### src/rtl/updown_mod_counter.sv
// Up/down counter with a programmable modulus, parallel load, and wrap or saturate boundary mode.
// count, wrap and sat come from flops; count_bar and tc are combinational views of the count and inputs.
module updown_mod_counter #(
  parameter int unsigned WIDTH    = 4,
  parameter int unsigned MODULO   = 16,
  parameter int unsigned SATURATE = 0
) (
  input  logic             clk,
  input  logic             rst,
  input  logic             en,
  input  logic             up,
  input  logic             load,
  input  logic [WIDTH-1:0] load_val,
  output logic [WIDTH-1:0] count,
  output logic [WIDTH-1:0] count_bar,
  output logic             tc,
  output logic             wrap,
  output logic             sat
);

  localparam int unsigned     EXT_W    = WIDTH + 1;
  localparam logic [WIDTH-1:0] MAX_CNT = WIDTH'(MODULO - 1);
  localparam logic [EXT_W-1:0] MOD_EXT = EXT_W'(MODULO);
  localparam bit               SAT_MODE = (SATURATE != 0);

  // Refuse to elaborate with a modulus that the count register cannot represent.
  generate
    if ((MODULO < 2) || (64'(MODULO) > (64'd1 << WIDTH))) begin : g_bad_modulo
      $error("updown_mod_counter: MODULO must satisfy 2 <= MODULO <= 2**WIDTH");
    end
  endgenerate

  logic [WIDTH-1:0] count_q, count_d;
  logic             wrap_q, wrap_d;
  logic             sat_q, sat_d;
  logic             at_max, at_min;
  logic [EXT_W-1:0] load_ext;

  assign at_max   = (count_q == MAX_CNT);
  assign at_min   = (count_q == '0);
  assign load_ext = {1'b0, load_val};

  // Next-state: load beats count; flags are only ever set by an enabled boundary edge.
  always_comb begin
    count_d = count_q;
    wrap_d  = 1'b0;
    sat_d   = 1'b0;
    if (load) begin
      count_d = (load_ext >= MOD_EXT) ? MAX_CNT : load_val;
    end else if (en) begin
      if (up) begin
        if (!at_max) begin
          count_d = count_q + WIDTH'(1);
        end else if (SAT_MODE) begin
          sat_d = 1'b1;
        end else begin
          count_d = '0;
          wrap_d  = 1'b1;
        end
      end else begin
        if (!at_min) begin
          count_d = count_q - WIDTH'(1);
        end else if (SAT_MODE) begin
          sat_d = 1'b1;
        end else begin
          count_d = MAX_CNT;
          wrap_d  = 1'b1;
        end
      end
    end
  end

  always_ff @(posedge clk or posedge rst) begin
    if (rst) begin
      count_q <= '0;
      wrap_q  <= 1'b0;
      sat_q   <= 1'b0;
    end else begin
      count_q <= count_d;
      wrap_q  <= wrap_d;
      sat_q   <= sat_d;
    end
  end

  // tc is left ungated by load so a cascaded stage sees the carry/borrow as soon as en and up settle.
  assign tc        = en & ((up & at_max) | (~up & at_min));
  assign count     = count_q;
  assign count_bar = ~count_q;
  assign wrap      = wrap_q;
  assign sat       = sat_q;

endmodule

### config.mk
export PLATFORM = sky130hd
export DESIGN_NAME = updown_mod_counter
export DESIGN_NICKNAME = d
export VERILOG_FILES = /design/src/rtl/updown_mod_counter.sv
export SDC_FILE = /design/constraint.sdc
export NUM_CORES = 1
export LEC_CHECK = 0
export CORE_AREA = 2 2 39 41
export CTS_CLUSTER_DIAMETER = 150
export DETAILED_ROUTE_END_ITERATION = 10
export DIE_AREA = 0 0 41 43
export GPL_ROUTABILITY_DRIVEN = 1
export MAX_ROUTING_LAYER = met4
export PLACE_DENSITY = 0.76
export SETUP_SLACK_MARGIN = 0.2
export SYNTH_ARGS = -nofsm -noshare
export SYNTH_HDL_FRONTEND = slang
export SYNTH_SLANG_ARGS = --single-unit
### constraint.sdc
create_clock -name clk -period 5.4 [get_ports clk]
set_input_delay 1.62 -clock clk [delete_from_list [all_inputs] [get_ports clk]]
set_output_delay 1.62 -clock clk [all_outputs]
set_load 0.1 [all_outputs]
==> results.json <==
{
  "numCtsBuffers": 3,
  "fin_crit_ns": 4.74,
  "worst_pin_slew_ns": 0.972,
  "dr.pass1.iters": 4,
  "clkLatencyLatePin_ns": 0.26,
  "routedWlPerCell_um": 12.7,
  "power_density_mw_per_mm2": 344,
  "antenna_found_initial": 0,
  "min_to": "count[1]",
  "tns_ns": 0,
  "vias_per_cell": 4.99,
  "dieHeight_um": 43,
  "synth_flop_cell": "dfrtp_1",
  "yosysWarnings": 0,
  "setup_violations": 0,
  "critPathKind": "in2out",
  "min_path_cells": 2,
  "synthArstFlopShare": 1.00,
  "crit_arrival_ns": 3.12,
  "r2r_slack_ns": 3.68,
  "cts_htree_levels": 1,
  "placed_area_sq_um": 589,
  "wl_um": 1040,
  "grt_pass1_vias": 392,
  "slew_violations": 0,
  "hold_start": "count[1]",
  "crit_chain": "clkdlybuf4s50_1 > or3b_4 > o21ai_1 > and2_1 > buf_12",
  "port_buffers": 18,
  "design.core.area_sq_mm": 0.00138,
  "start_util": 0.297,
  "rsz0062_at_grt": "no",
  "grt_start_max_net_pins": 11,
  "grt_pass1_wl_um": 1720,
  "fin_worst_skew_ns": 0.00769,
  "dp_hpwl_um": 756,
  "r2r-start": "count[0]",
  "postRouteAntennaNets": 0,
  "relSlewSlack": 0.350,
  "endpoint_kind": "primary output",
  "cts_root_buf": "clkbuf_4",
  "max_freq_mhz": 211,
  "synth_edf_count": 0,
  "die_w_um": 41,
  "vias": 409,
  "cp-start-kind": "input port",
  "ys_top_cells_by_count": "6 x inv_1, 5 x a21oi_1, 5 x dfrtp_1",
  "final_hold_viol_count": 0,
  "synth_seq_cells": 5,
  "drc": 0,
  "syn_area_per_cell_sq_um": 8.40,
  "gr-total-overflow": 0,
  "cp_max_fo": 7,
  "num_io_pins": 20,
  "hold_buffers": 0,
  "area_growth_pct": 49.5,
  "seq_area_frac_synth": 0.304,
  "reg2reg_depth": 6,
  "drtIter0Drc": 6,
  "gr-usage-all-layers": 0.157,
  "finalNetCount": 78,
  "max-cap-violations": 0,
  "hold_slack_ns": 0.743,
  "hold_class": "reg2reg",
  "netlist_top_cells_area": "dfrtp_1 30%, a21oi_1 6.1%, ha_1 6.1%, inv_1 5.5%, a221oi_2 3.6%",
  "reg2reg_to": "wrap",
  "leakage_uw": 0.000266,
  "antenna_cells": 0,
  "syn_area_sq_um": 412,
  "outcome": "completed",
  "finalPower_uw": 212,
  "crit_required_ns": 3.78,
  "critPathMaxStageDelay_ns": 0.55,
  "drive_above_1_share": 0.121,
  "syn_nets": 60,
  "ys_types": 28,
  "ir_drop_mv": 0.162,
  "final_area_sq_um": 616,
  "gp_congestion": 0.794,
  "rows": 14,
  "postSynthCellCount": 49,
  "cts_sinks": 5,
  "post-cts-setup-buffer-count": 0,
  "die_area_sq_mm": 0.00176,
  "synth_top_area_frac": 0.304,
  "cts_tree": "done",
  "synth_top_area_cell": "dfrtp_1",
  "clk_pin_slew_ns": 0.05,
  "period_share": 0.878,
  "postLayoutCoreUtil": 0.445,
  "clk_path_buf_depth": 2,
  "slowest_stage": "clkdlybuf4s50_1",
  "cts_resized": 0,
  "post-synth-top-count-cell": "inv_1"
}
[where the power goes]
part	internal, uW	switching (uW)	total (uW)
sequential	41.3	9.76	51.1
clock	28.2	19.5	47.7
combinational	32.1	81.1	113
total	102	110	212
[registers in the layout, indices dropped and copies added, names as in the netlist]
register / count
count: 4
wrap: 1
[through the flow]
step | worst slack (ns) | cells
2_1_floorplan | 0.546 | 49
3_3_place_gp | 0.695 | 78
3_5_place_dp | 0.666 | 78
4_1_cts | 0.663 | 82
5_1_grt | 0.555 | 82
6_report | 0.660 | 82
[cell type report]
cell class	instances	area, sq um
well taps	16	20.0
clock buffers	4	26.3
flip-flops and latches	5	125
fillers	145	768
inverters	6	22.5
multi-input cells	33	231
repair buffers	18	190
[how the worst max path moves through the flow]
stage | cells after the start | from | end | slack, ns
after floorplan | 6 | count[0] | tc | 0.55
after global placement | 5 | up | tc | 0.69
after detailed placement | 5 | up | tc | 0.67
after CTS | 5 | up | tc | 0.66
after global routing | 5 | up | tc | 0.55
final | 5 | up | tc | 0.66
[logic make-up after synthesis]
kind of cell,synth area share
AOI/OAI and AO/OA,0.274
xor gates and xnor gates,0.0426
adders and majority gates,0.0608
buffers and inverters,0.134
DFF,0.304
muxes,0.0243
other,0.00911
and+or+nand+nor,0.152
[metal layers]
metal	share of wire	up-vias	global-route usage
met1	0.41	184	0.184
met5	0	-	-
met2	0.47	21	0.203
li1	-	200	-
met4	0.049	0	0.160
met3	0.073	4	0.0314
[cells in the final DEF, fill, tap and decap left out, drive strengths merged, types with 2 or more instances in the layout]
master	netlist	routed
clkdlybuf4s50	0	17
inv	6	6
a21oi	5	5
dfrtp	5	5
o21ai	5	5
clkbuf	0	4
nand2	3	3
nand4	2	2
nor2	2	2
ha	2	2
[critical path: cells and delay by family]
family,cells,cell delay (ns)
buf+inv,2,0.74
compound gates,1,0.12
simple gates,2,0.64
Note: power is estimated with default switching activity, not from simulation.
